`src/rtl/bit_entry.sv`:
```
// bit_entry: debounced cursor/flip entry feeding one flippy-bit column.
// Define BIT_ENTRY_AUTO_REPEAT_EN to auto-repeat held cursor buttons.
module bit_entry #(
    parameter int unsigned DEBOUNCE_CYCLES = 500000,
    parameter int unsigned REPEAT_CYCLES   = 12500000
) (
    input  logic       clock,
    input  logic       reset_n,
    input  logic       btn_left_n,
    input  logic       btn_right_n,
    input  logic       btn_flip_n,
    input  logic       clear,
    output logic [7:0] user_input,
    output logic [2:0] cursor,
    output logic       flip_strobe
);

    localparam int BTN_L = 0;
    localparam int BTN_R = 1;
    localparam int BTN_F = 2;
    localparam logic [19:0] DB_LIMIT = 20'(DEBOUNCE_CYCLES);

    if (DEBOUNCE_CYCLES < 1 || DEBOUNCE_CYCLES >= 2**20 ||
        REPEAT_CYCLES < 1 || REPEAT_CYCLES >= 2**24) begin : g_param_check
        $error("bit_entry: parameter out of range");
    end

    // Button vectors are active-low: bit value 1 means released.
    logic [2:0]       sync1_q, sync1_d;
    logic [2:0]       sync2_q, sync2_d;
    logic [2:0]       level_q, level_d;
    logic [2:0][19:0] cnt_q, cnt_d;
    logic [2:0]       press;
    logic [7:0]       user_input_q, user_input_d;
    logic [2:0]       cursor_q, cursor_d;
    logic             flip_strobe_q, flip_strobe_d;
    logic             move_left, move_right;

`ifdef BIT_ENTRY_AUTO_REPEAT_EN
    localparam logic [23:0] REP_LIMIT = 24'(REPEAT_CYCLES);
    logic [23:0] rep_q, rep_d;
    logic        rep_fire;
`endif

    always_comb begin
        sync1_d = {btn_flip_n, btn_right_n, btn_left_n};
        sync2_d = sync1_q;
        level_d = level_q;
        cnt_d   = cnt_q;
        press   = '0;
        for (int i = 0; i < 3; i++) begin
            if (sync2_q[i] != level_q[i]) begin
                if (cnt_q[i] + 20'd1 == DB_LIMIT) begin
                    cnt_d[i]   = '0;
                    level_d[i] = sync2_q[i];
                    press[i]   = ~sync2_q[i];
                end else begin
                    cnt_d[i] = cnt_q[i] + 20'd1;
                end
            end else begin
                cnt_d[i] = '0;
            end
        end

        move_left  = press[BTN_L];
        move_right = press[BTN_R];

`ifdef BIT_ENTRY_AUTO_REPEAT_EN
        // Repeat only while exactly one cursor button is held.
        rep_d    = '0;
        rep_fire = 1'b0;
        if (level_q[BTN_L] ^ level_q[BTN_R]) begin
            if (rep_q + 24'd1 == REP_LIMIT) begin
                rep_fire = 1'b1;
            end else begin
                rep_d = rep_q + 24'd1;
            end
        end
        if (rep_fire) begin
            move_left  = move_left | ~level_q[BTN_L];
            move_right = move_right | ~level_q[BTN_R];
        end
`endif

        cursor_d = cursor_q;
        case ({move_left, move_right})
            2'b10:   cursor_d = cursor_q + 3'd1;
            2'b01:   cursor_d = cursor_q - 3'd1;
            default: cursor_d = cursor_q;
        endcase

        user_input_d  = user_input_q;
        flip_strobe_d = 1'b0;
        if (clear) begin
            user_input_d = '0;
        end else if (press[BTN_F]) begin
            user_input_d[cursor_q] = ~user_input_q[cursor_q];
            flip_strobe_d          = 1'b1;
        end
    end

    always_ff @(posedge clock) begin
        if (!reset_n) begin
            sync1_q       <= '1;
            sync2_q       <= '1;
            level_q       <= '1;
            cnt_q         <= '0;
            user_input_q  <= '0;
            cursor_q      <= '0;
            flip_strobe_q <= 1'b0;
`ifdef BIT_ENTRY_AUTO_REPEAT_EN
            rep_q         <= '0;
`endif
        end else begin
            sync1_q       <= sync1_d;
            sync2_q       <= sync2_d;
            level_q       <= level_d;
            cnt_q         <= cnt_d;
            user_input_q  <= user_input_d;
            cursor_q      <= cursor_d;
            flip_strobe_q <= flip_strobe_d;
`ifdef BIT_ENTRY_AUTO_REPEAT_EN
            rep_q         <= rep_d;
`endif
        end
    end

    assign user_input  = user_input_q;
    assign cursor      = cursor_q;
    assign flip_strobe = flip_strobe_q;

endmodule

```
`config.mk`:
```
export PLATFORM = sky130hd
export DESIGN_NAME = bit_entry
export DESIGN_NICKNAME = d
export VERILOG_FILES = /design/src/rtl/bit_entry.sv
export SDC_FILE = /design/constraint.sdc
export NUM_CORES = 1
export LEC_CHECK = 0
export BUFFER_PORTS_ARGS = -buffer_cell sky130_fd_sc_hd__buf_2
export CAP_MARGIN = 20
export CORE_MARGIN = 1
export CORE_UTILIZATION = 35
export CTS_CLUSTER_SIZE = 16
export DETAILED_ROUTE_END_ITERATION = 12
export PLACE_DENSITY = 0.52
export SLEW_MARGIN = 10
export SYNTH_ARGS = -nofsm -noshare
export SYNTH_HDL_FRONTEND = slang
export SYNTH_SLANG_ARGS = --single-unit
```
`constraint.sdc`:
```
create_clock -name clock -period 9.49 [get_ports clock]
set_input_delay 0 -clock clock [delete_from_list [all_inputs] [get_ports clock]]
set_output_delay 0 -clock clock [all_outputs]
set_load 0.03 [all_outputs]
```
# --- Yosys cells after proc, flatten, opt, wreduce, memory -nomap -nowiden ---
# Index checks and enable logic that the tools add are counted.
# Widths: inputs -> output; s select.
op_classes:
  addsub: 5
  mul: 0
  div_mod_pow: 0
  magnitude_cmp: 2
  eq_ne: 8
  shifts: 0
  n_mux: 13
  bitwise_logic: 8
  reduce_logical: 9
ops:
  columns: ["operator", "n"]
  rows:
  - ["$add 20x1->20 const B", 3]
  - ["$eq 20x19->1 const B", 3]
  - ["$mux 1", 9]
  - ["$reduce_or 3->1", 3]
  - ["$bwmux 8", 1]
  - ["$not 1->1", 8]
  - ["$pmux 3 s2", 1]
  - ["$reduce_and 2->1", 3]
  - ["$lt 3x4->1 const B", 1]
  - ["$add 3x1->3 const B", 1]
  - ["$bmux 1 s3", 1]
  - ["$demux 1 s3", 1]
  - ["$ge 3x1->1 const B", 1]
  - ["$ne 1x1->1", 3]
  - ["$sub 3x1->3 const B", 1]
  - ["$eq 2x1->1 const B", 1]
  - ["$eq 2x2->1 const B", 1]
  - ["$reduce_bool 2->1", 1]
  - ["$reduce_or 2->1", 1]
  - ["$logic_and 1x1->1", 1]
word_totals:
  ff_bits: 81
  latch_bits: 0
  ramBits: 0
  romBits: 0
  in_bits: 6
  output_inout_bits: 12
  word_cells: 56
  n_memories: 0

# --- Longest topological paths before layout ---
# Gate-level depths: netlist of the first run.
logic_depth:
  word_depth: 6
  depth_mapped: 14
  mapped_depth_nobuf: 13

# --- Worst setup path after synthesis of the first run ---
# OpenSTA, ideal clock, no wires.
synth_timing:
  path_type: "register -> register"
  start: "register cnt_q[20] (netlist bit)"
  end: "register cursor_q[2], in the netlist cursor[2]"
  setup_time_ns: 0.076
  t_arrival_ns: 3.167
  t_required_ns: 9.414
  slack_ns: 6.248
  stages_incl_launch_ff: 15
  path_buffers: 1
  period_less_slack_ns: 3.242
  cell_sequence: "dfxtp_1 > ha_1 > nand2_1 > clkbuf_1 > nor4_1 > xnor2_1 > o2111ai_1 > nor4b_2 > and3b_1 > ha_1 > inv_1 > fa_1 > xor2_1 > or3_1 > a21boi_0"
synth_via:
  elab_chain_cells: 6
  elab_cells_between_ends: 8
  cone_classes: "add/sub: 1; eq/ne: 3; mux: 3; reduce/logical: 1"
synth_lines:
  columns: ["element", "line", "text"]
  rows:
  - ["start: declaration", "32", "logic [2:0][19:0] cnt_q, cnt_d;"]
  - ["start signal: assignment", "118", "cnt_q <= cnt_d;"]
  - ["$add 20x1->20 *", "53", "if (cnt_q[i] + 20'd1 == DB_LIMIT) begin"]
  - ["$eq 20x19->1 *", "53", null]
  - ["$mux 1 *", "53", null]
  - ["$mux 1 *", "52", "if (sync2_q[i] != level_q[i]) begin"]
  - ["$eq 2x1->1 / $eq 2x2->1 (equally long branches)", "86", "case ({move_left, move_right})"]
  - ["$pmux 3 s2 / $reduce_bool 2->1 (equally long branches)", null, null]
  - ["end signal: assignment", "120", "cursor_q <= cursor_d;"]
  - ["end: declaration", "35", "logic [2:0] cursor_q, cursor_d;"]
# Mark *: on every way between the ends. The rest lies on a longest branch, timed or not.
# A chain may end at the register's enable or synchronous reset.

# --- Final worst setup path of the first run ---
layout_timing:
  start: "register cnt_q[23] (netlist bit)"
  end: "register cursor_q[2], in the netlist cursor[2]"
# The elaborated chain is that of the path after synthesis.

==> key figures, run 1 <==
Logic synthesis
  – Synth warnings: 0
  – Netlist cell types: between 60 and 70
  – Syn_nets: 502
  – Main flop type after synthesis: dfxtp_1
  – Area contributors post-synth: dfxtp_1, nor2_1, xnor2_1
  – Post-synth EDFFs: 0
  – Avg Synthesized Cell Area: between 8 and 9 sq um
  – Most common cell in the netlist: dfxtp_1
  – Post-synthesis cell count: approximately 490
  – Synthesized flop and latch total: 81
  – Commonest cells in the synthesized netlist: dfxtp_1, nor2_1, nand3_1, xnor2_1, xor2_1
  – Asr flop ratio synth: 0%
  – Top cell type by total area after synthesis: dfxtp_1
  – Register area share after synthesis: 38.0%
  – Netlist Area Pre-Place: approximately 4300 sq um
  – Synth top area share: 38.0%

Setup path
  – Worst-path maximum fanout: 11
  – Critical path startpoint category: flip-flop
  – Start of the worst register-to-register path: cnt_q[23]
  – CP endpoint kind: flip-flop
  – Worst path cell trace: nand3_1 -> or4_4 -> mux2_2 -> a31oi_1 -> nor4b_2 -> and3b_1 -> ha_1 -> inv_1 -> fa_1 -> xor2_1 -> or3_1 -> a21boi_0
  – Launch point of the worst path: cnt_q[23]
  – Crit path max-delay cell type: or4_4
  – Reg2Reg Capture Point: cursor[2]
  – Crit path max-delay family: simple AND/OR/NAND/NOR gates
  – Critical path buffers and inverters: 1
  – Crit path arrival time: 3.93 ns
  – Setup crit end: cursor[2]
  – R2R setup slack: about 5.8 ns
  – Reg2reg path depth: 12
  – Setup CP Type: reg2reg
  – Critical Path Stages: 12
  – Required @ worst endpoint: 9.74 ns
  – Crit-path max cell delay: 0.62 ns

STA
  – Fin. max-slew vios: 0
  – RSZ-0062 raised after global routing: false
  – Final hold violations: 0
  – Tcrit/Tclk final: between 30% and 40%
  – Max Fclk: roughly 0.27 GHz
  – Slew HR: between 40% and 50%
  – Final count of negative-setup-slack endpoints: 0
  – Fin Setup TNS: 0 ns
  – Minimum clock period: 3.68 ns
  – Clock skew: a little under 0.005 ns
  – Measured slew at the worst slew-check pin: roughly 0.82 ns
  – Hold WS: ~0.23 ns

Routing
  – # DRC: 0
  – Post-DR wirelength/cell: 12.7 microns
  – Vias: around 3300
  – Iteration-0 DRC Markers: 243
  – Vias per inst: 5.16
  – Final WL: ~8.2 mm
  – Antenna Nets Post-Route: 0
  – DRT Pass-1 Iters: 4

Placed design
  – Final Wtd Congestion: 0.800
  – Post-DP HPWL: 5.52 mm
  – Placed Area: 4340 sq um
  – Port Buffers: 17

Power
  – Clock power frac: 51.1%
  – Sw Share: between 20% and 30%
  – Internal: around 0.00058 W
  – LEAKAGE: between 1.5 and 2 nW
  – PD cells: 153 nW/um^2
  – Peak VDD IR: about 0.08 mV
  – Comb power frac: 1.4%
  – P_sw: ~0.00015 W
  – Reg power frac: between 40% and 50%

Floorplanning
  – Num ports: 18
  – Chip Width: 112 microns
  – Total core area: roughly 12000 sq um
  – Cell Rows: 39
  – Die area: about 13000 sq um
  – Die Y: around 110 microns
  – Starting density of the core: ~37%

Final layout
  – Share of cells above drive strength 1: a little over a tenth
  – Post-layout util: between 40% and 50%
  – Post-layout nets: 510
  – Area grow syn2layout: 10.6%
  – Ant. Diodes: 0
  – Post-route cell area: approximately 4700 sq um

Min path
  – HP Start: clear
  – Worst hold path class: in2reg

CTS
  – TritonCTS buffer count: 9
  – Clock latency on the worst-skew pair: ~0.34 ns
  – Clock buffer depth: 2
  – H-tree depth: 3
  – Register clock-pin slew on the reported worst setup and hold paths: around 0.060 ns
  – CTS root buf: clkbuf_16
  – TritonCTS clock tree: done
  – CTS sink count: 81
  – Cts repair resizes: 0

Global route
  – Grt ovf: 0
  – Pin count of the biggest net entering global routing: 21
  – Global-route wire length before repair: roughly 14 mm
  – GRT Total Usage: 14.2%
  – Initial antenna violation count: 0
  – Vias in the first global route: about 3200

Flow run
  – Max-Cap Viols: 0

Status
  – Status: finished clean
==> cells in the final DEF, fill, tap and decap left out, types with 6 or more instances in the layout <==
cell           instances
inv_1                 14
a21oi_1                6
o21ai_1                8
nor3_1                12
and3_1                15
dlygate4sd3_1          7
buf_2                 17
ha_1                   7
xor2_1                29
nand4_1               14
nand2b_1              10
o211ai_1               9
clkbuf_16              9
xnor2_1               30
nand2_1               28
nor2_1                74
nand3_1               30
nor4_1                10
dfxtp_1               81
==> worst register-to-register path, delay by kind of cell (launching register included) <==
kind,cells,cell delay [ns]
mux,1,0.24
buf+inv,1,0.06
xor+xnor,1,0.15
flops,1,0.43
simple gates,5,1.88
compound gates,2,0.29
fa+ha+maj,2,0.55
==> cell type report <==
| class | instances | area (sq um) |
|---|---|---|
| clock buffers | 10 | 229 |
| clock inverters | 5 | 81.3 |
| fillers | 1182 | 6940 |
| inverters | 14 | 52.6 |
| multi-input cells | 366 | 2400 |
| flip-flops and latches | 81 | 1620 |
| well taps | 143 | 179 |
| repair buffers | 24 | 155 |
==> registers in the layout, summed over array words and instances (netlist names) <==
register     cells
cnt_q           60
cursor           3
flip_strobe      1
level_q          3
sync1_q          3
sync2_q          3
user_input       8
==> cell families after synthesis <==
group	after synthesis	share of synthesized area [%]
compound gates	55	9.03
buf+inv	41	5.72
fa+ha+maj	8	2.52
mux	8	2.49
simple gates	236	30.1
flops	81	38.0
xor+xnor	59	12.1
==> metal layers <==
metal	GRT usage (%)	vias to the layer above	wire length, microns
li1	-	1735	-
met5	0	-	0
met1	17.1	1533	3990
met2	22.9	36	3770
met4	7.38	0	175
met3	4.43	17	242
==> power by group through the flow <==
stage	logic (W)	registers (W)	clock network (W)
detailed placement	0.00000823	0.000350	0
global route	0.0000115	0.000343	0.000396
finish	0.0000102	0.000343	0.000368
global placement	0.00000803	0.000350	0
CTS	0.0000104	0.000343	0.000379
floorplan	0.00000675	0.000350	0
==> worst min path at each step <==
| stage | end | slack [ns] | cells after the start |
|---|---|---|---|
| after floorplan | sync2_q[1] | 0.07 | 1 |
| after global placement | sync1_q[2] | 0.18 | 2 |
| after detailed placement | sync1_q[2] | 0.19 | 2 |
| after CTS | flip_strobe | 0.22 | 4 |
| after global routing | flip_strobe | 0.24 | 4 |
| final | flip_strobe | 0.23 | 4 |
==> through the flow <==
stage	setup slack, ns	std cells	total power [W]
after floorplan	6.25	488	0.000357
after global placement	5.95	621	0.000358
after detailed placement	5.80	621	0.000359
after CTS	5.78	643	0.000732
after global routing	5.46	643	0.000750
final	5.81	643	0.000721
==> timing repair <==
item,4_1_cts,5_1_grt
buffers inserted,0,0
hold buffers,7,0
hold endpoints to repair,9,0
Note: power is estimated with default switching activity, not from simulation.
==> run 2: changes to the inputs <==
--- a/config.mk
+++ b/config.mk
@@ -11,7 +11,7 @@
 export CORE_UTILIZATION = 35
 export CTS_CLUSTER_SIZE = 16
 export DETAILED_ROUTE_END_ITERATION = 12
-export PLACE_DENSITY = 0.52
+export PLACE_DENSITY = 0.54
 export SLEW_MARGIN = 10
 export SYNTH_ARGS = -nofsm -noshare
 export SYNTH_HDL_FRONTEND = slang
==> constraint.sdc (replaced) <==
create_clock -name clock -period 3.2 [get_ports clock]
set_input_delay 0 -clock clock [delete_from_list [all_inputs] [get_ports clock]]
set_output_delay 0 -clock clock [all_outputs]
set_load 0.03 [all_outputs]
==> run 2 against run 1 <==
  * Worst hold slack lost 0.025 ns
  * Worst setup slack got worse by 5.7 ns
  * Largest power group unchanged
  * Critical path type unchanged
  * Maximum frequency increased by 20%
  * Via count is 4.8% higher
  * Non-clock buffer count up 45
  * Flip-flop and latch count unchanged
  * Clock power grew to 2.9 times the previous value
==> key figures, run 2 (same netlist as run 1, synthesis figures left out) <==
Floorplanning
  – Die Y: approximately 110 microns
  – Die area: between 10000 and 15000 sq um
  – Starting density of the core: a little over a third
  – Chip Width: around 110 microns
  – Num ports: 18
  – Total core area: 11700 sq um
  – Cell Rows: 39

Routing
  – Vias: roughly 3500
  – Final WL: 8.69 mm
  – DRT Pass-1 Iters: 7
  – Iteration-0 DRC Markers: approximately 160
  – Vias per inst: 5.05
  – # DRC: 0
  – Post-DR wirelength/cell: about 13 microns
  – Antenna Nets Post-Route: 0

Global route
  – Met1 Use GR: between 10% and 20%
  – Met3 Track Usage GR: 3.73%
  – Grt ovf: 0
  – Pin count of the biggest net entering global routing: 21
  – Global-route wire length before repair: 14.8 mm
  – Initial antenna violation count: 0
  – GRT Total Usage: between 10% and 20%
  – M2 GR Usage: around a quarter
  – Most used routing layer: met2
  – Vias in the first global route: ~3200

Setup path
  – Crit path arrival time: about 3.3 ns
  – Start of the worst register-to-register path: cnt_q[0]
  – Setup crit end: cursor[2]
  – Reg2reg path depth: 13
  – Reg2Reg Capture Point: cursor[2]
  – Launch point of the worst path: cnt_q[0]
  – Worst-path maximum fanout: 4
  – CP endpoint kind: flip-flop
  – Critical path startpoint category: flip-flop
  – Setup CP Type: reg2reg
  – Required @ worst endpoint: between 3 and 4 ns
  – R2R setup slack: 0.13 ns

Final layout
  – Max reg flops: 60
  – Area grow syn2layout: 21.5%
  – Post-layout nets: 555
  – Fin cells: roughly 690
  – Most frequent cells in the layout: nor2_1, dfxtp_1, buf_4, xnor2_1, xor2_1
  – Ant. Diodes: 0
  – Share of cells above drive strength 1: about a quarter
  – Largest Register: cnt_q

Placed design
  – Post-DP HPWL: 6.00 mm
  – Port Buffers: 17
  – Final Wtd Congestion: approximately 0.83
  – Placed cell count: 664
  – Post-place setup slack: -0.0347 ns

CTS
  – H-tree depth: 3
  – CTS root buf: clkbuf_16
  – TritonCTS clock tree: done
  – Clock buffer depth: 2
  – TritonCTS buffer count: 9
  – Register clock-pin slew on the reported worst setup and hold paths: around 0.060 ns
  – Clock latency on the worst-skew pair: 0.34 ns
  – CTS sink count: 81

STA
  – Clock skew: just over 0.007 ns
  – Measured slew at the worst slew-check pin: slightly above 0.5 ns
  – Fin. max-slew vios: 0
  – Tcrit/Tclk final: a little over nine tenths
  – Slew HR: 65.4%
  – Setup WS post-layout: 0.135 ns
  – Max Fclk: ~0.33 GHz
  – Final hold violations: 0
  – Minimum clock period: 3.07 ns
  – Final count of negative-setup-slack endpoints: 0
  – Hold WS: 0.203 ns

Power
  – LEAKAGE: between 1.5 and 2 nW
  – PD cells: roughly 410 nW/um^2
  – Peak VDD IR: between 0.2 and 0.25 mV

Min path
  – Worst hold path class: in2reg

Status
  – Status: finished clean

Flow run
  – Max-Cap Viols: 0
-- run 2: cell count changes in the layout (fill, tap and decap cells not counted), moves of 2 or more --
cell | before | now
inv_6 | 0 | 2
nor4_1 | 10 | 8
dfxtp_2 | 0 | 7
dfxtp_1 | 81 | 73
nand3_2 | 2 | 5
and3_1 | 15 | 12
buf_4 | 0 | 44
and3_2 | 3 | 6
ha_1 | 7 | 5
nand3_1 | 30 | 27
-- run 2: power by group --
group	internal [W]	leakage (nW)	switching [W]
clock	0.000631	0.143	0.000424
sequential	0.00101	0.658	0.00000333
combinational	0.0000169	1.07	0.0000178
-- run 2: metrics by stage --
step                      power (W)  util, %  setup TNS [ns]  instance area, sq um
after floorplan             0.00106        -               0                  4270
after global placement      0.00107     40.1               0                  4680
after detailed placement    0.00107     40.1         -0.0347                  4680
after CTS                   0.00214     43.5               0                  5070
after global routing        0.00218     44.4         -0.0340                  5180
final                       0.00211     44.4               0                  5180
-- run 2: final cells by class --
class	instances	area (sq um)
flip-flops and latches	81	1630
well taps	143	179
inverters	14	52.6
clock inverters	5	62.6
multi-input cells	366	2500
clock buffers	11	243
fillers	1162	6480
repair buffers	69	505
-- run 2: layer usage --
layer  wire length (microns)  share of wire [%]  vias up
li1                        -                  -     1812
met1                    4220                 49     1631
met2                    4130                 47       24
met3                     194                2.2       13
met4                     149                1.7        0
met5                       0                  0        -
-- run 2: worst min-delay path by stage --
stage	startpoint	end	slack [ns]	depth (start not counted)
floorplan	reset_n	sync2_q[1]	0.07	1
global placement	btn_flip_n	sync1_q[2]	0.18	2
detailed placement	btn_flip_n	sync1_q[2]	0.19	2
CTS	clear	flip_strobe	0.20	4
global route	clear	flip_strobe	0.24	4
finish	clear	flip_strobe	0.20	4
-- run 2: repair_timing --
action / 4_1_cts / 5_1_grt
buffers inserted: 0 / 2
endpoints found under the setup margin: 1 / 2
pin swaps: 5 / 11
gates resized for setup: 5 / 30
hold buffers: 7 / 0
endpoints found under the hold margin: 9 / 0
-- run 2: critical path, stage by stage (launching register included) --
cell	delay, ns
dfxtp_2	0.33
buf_4	0.14
a211o_1	0.28
nand2_1	0.07
a31oi_1	0.08
or3_1	0.32
or4_4	0.49
or3b_1	0.39
ha_2	0.19
inv_2	0.05
fa_2	0.18
xor2_1	0.07
or3_1	0.30
a21boi_1	0.11
==> run 3: changes to the inputs <==
--- a/config.mk
+++ b/config.mk
@@ -11,7 +11,7 @@
 export CORE_UTILIZATION = 35
 export CTS_CLUSTER_SIZE = 16
 export DETAILED_ROUTE_END_ITERATION = 12
-export PLACE_DENSITY = 0.54
+export PLACE_DENSITY = 0.52
 export SLEW_MARGIN = 10
 export SYNTH_ARGS = -nofsm -noshare
 export SYNTH_HDL_FRONTEND = slang
==> constraint.sdc (replaced) <==
create_clock -name clock -period 2.9 [get_ports clock]
set_input_delay 0 -clock clock [delete_from_list [all_inputs] [get_ports clock]]
set_output_delay 0 -clock clock [all_outputs]
set_load 0.03 [all_outputs]
==> run 3 against run 2 <==
  * The run now ends with negative setup slack left
  * Combinational power rose by 12%
  * Via count rose by 4.5%
  * Core utilization rose by 3.6 points
  * Die area did not move
  * Sequential share of layout area fell by 2.1 points
  * Count of clock-buffer cells in the layout fell by 2
  * Critical path type unchanged
  * Highest routed layer unchanged
==> key figures, run 3 (same netlist as run 1, synthesis figures left out) <==
Status
  – Status: finished with violations
  – Failing checks: negative setup slack

Flow run
  – Max-Cap Viols: 0

Global route
  – Global-route wire length before repair: about 16 mm
  – Grt ovf: 0
  – Vias in the first global route: 3664
  – Initial antenna violation count: 0
  – GRT Total Usage: 15.8%
  – Pin count of the biggest net entering global routing: 21

CTS
  – H-tree depth: 3
  – TritonCTS clock tree: done
  – Clock latency on the worst-skew pair: 0.34 ns
  – CTS sink count: 81
  – Clock buffer depth: 2
  – TritonCTS buffer count: 9
  – Register clock-pin slew on the reported worst setup and hold paths: 0.06 ns
  – CTS root buf: clkbuf_16

Placed design
  – Placed cell count: just under 700
  – Final Wtd Congestion: ~0.83
  – Port Buffers: 17
  – Post-DP HPWL: about 6.4 mm
  – Placed Area: a little under 5000 sq um

Final layout
  – Commonest non-fill, non-tap cell in the layout: nor2_1
  – Share of cells above drive strength 1: between 30% and 40%
  – Ant. Diodes: 0
  – Post-route cell area: 5600 sq um
  – Post-layout nets: 588
  – Area grow syn2layout: 31.2%
  – Max reg flops: 60
  – Fillers: between 1000 and 1500
  – Largest Register: cnt_q
  – Sequential cell area: 1650 sq um
  – Multi-input gate area: between 2000 and 3000 sq um
  – Fin cells: 722
  – Most frequent cells in the layout: nor2_1, buf_4, dfxtp_1, xor2_1, xnor2_1

STA
  – Minimum clock period: roughly 3.1 ns
  – Clock skew: between 0.008 and 0.009 ns
  – Measured slew at the worst slew-check pin: 0.504 ns
  – Tcrit/Tclk final: 108%
  – Fin. max-slew vios: 0
  – Max Fclk: 0.320 GHz
  – RSZ-0062 raised after global routing: true
  – Setup WS post-layout: -0.225 ns
  – Final hold violations: 0
  – Slew HR: about two thirds
  – Hold WS: 0.222 ns
  – Fin Setup TNS: -0.261 ns
  – Final count of negative-setup-slack endpoints: 2

Power
  – LEAKAGE: 2.07 nW
  – Final Total Pwr: 0.00241 W
  – Peak VDD IR: 0.260 mV
  – PD cells: between 400 and 500 nW/um^2

Floorplanning
  – Die Y: 112 microns
  – Num ports: 18
  – Total core area: roughly 12000 sq um
  – Starting density of the core: 36.6%
  – Chip Width: approximately 110 microns
  – Cell Rows: 39
  – Die area: between 10000 and 15000 sq um

Routing
  – Vias: 3638
  – DRT Pass-1 Iters: 4
  – Iteration-0 DRC Markers: 203
  – Antenna Nets Post-Route: 0
  – Final WL: about 9.0 mm
  – Post-DR wirelength/cell: 12.5 microns
  – Vias per inst: 5.04
  – # DRC: 0

Setup path
  – Setup CP Type: reg2reg
  – Crit path arrival time: 3.39 ns
  – R2R setup slack: -0.22 ns
  – Worst-path maximum fanout: 5
  – CP endpoint kind: flip-flop
  – Reg2Reg Capture Point: cursor[2]
  – Critical path startpoint category: flip-flop
  – Reg2reg path depth: 13
  – Required @ worst endpoint: 3.17 ns
  – Start of the worst register-to-register path: cnt_q[1]

Min path
  – Worst hold path stage count: 4
  – HP Start: clear
  – Worst hold path class: in2reg
  – Hold Path Sink: flip_strobe
-- run 3: power by group --
part	total (W)	switching, W	internal [W]	leakage, nW
clock network	0.00125	0.000486	0.000763	0.154
registers	0.00112	0.00000373	0.00112	0.663
logic	0.0000389	0.0000204	0.0000185	1.25
total	0.00241	0.000510	0.00190	2.07
-- run 3: cell type report --
type	count	area share, %
Inverter	14	0.939
Multi-Input combinational cell	366	47.0
Tap cell	143	3.20
Clock buffer	9	4.03
Timing Repair Buffer	102	13.6
Clock inverter	7	1.86
Sequential cell	81	29.4
-- run 3: worst max path at each step --
| stage | start | end | slack (ns) |
|---|---|---|---|
| 2_1_floorplan | cnt_q[26] | cursor[2] | -0.17 |
| 3_3_place_gp | cnt_q[25] | cursor[2] | -0.26 |
| 3_5_place_dp | cnt_q[25] | cursor[2] | -0.37 |
| 4_1_cts | cnt_q[20] | cursor[2] | -0.19 |
| 5_1_grt | cnt_q[20] | cursor[2] | -0.38 |
| 6_report | cnt_q[1] | cursor[2] | -0.22 |
-- run 3: stage by stage --
stage | worst slack (ns) | utilization (%)
after floorplan | -0.175 | -
after global placement | -0.260 | 42.5
after detailed placement | -0.372 | 42.5
after CTS | -0.189 | 47.4
after global routing | -0.378 | 48.0
final | -0.225 | 48.0
-- run 3: repair_timing --
item	4_1_cts	5_1_grt
hold buffers	7	0
gates cloned	0	0
hold endpoints to repair	9	0
setup buffers	4	1
resized for setup	33	13
pin swaps	14	5
setup endpoints to repair	3	23
-- run 3: worst max-delay path: stages, from the launching register on --
cell and delay (ns):
dfxtp_4 0.37, buf_6 0.12, a211o_1 0.25, nand2_1 0.06
a31oi_1 0.08, or3_1 0.33, or4_4 0.43, or3b_1 0.37
ha_2 0.19, buf_4 0.13, buf_4 0.12, xor2_1 0.15
or3_1 0.31, a21boi_1 0.15
-- run 3: per-layer routing --
metal	track usage [%]	vias to the layer above	part of all wire, %
met3	4.21	6	2.7
met4	4.80	0	0.87
li1	-	1887	-
met2	26.7	26	48
met5	0	-	0
met1	19.6	1719	48
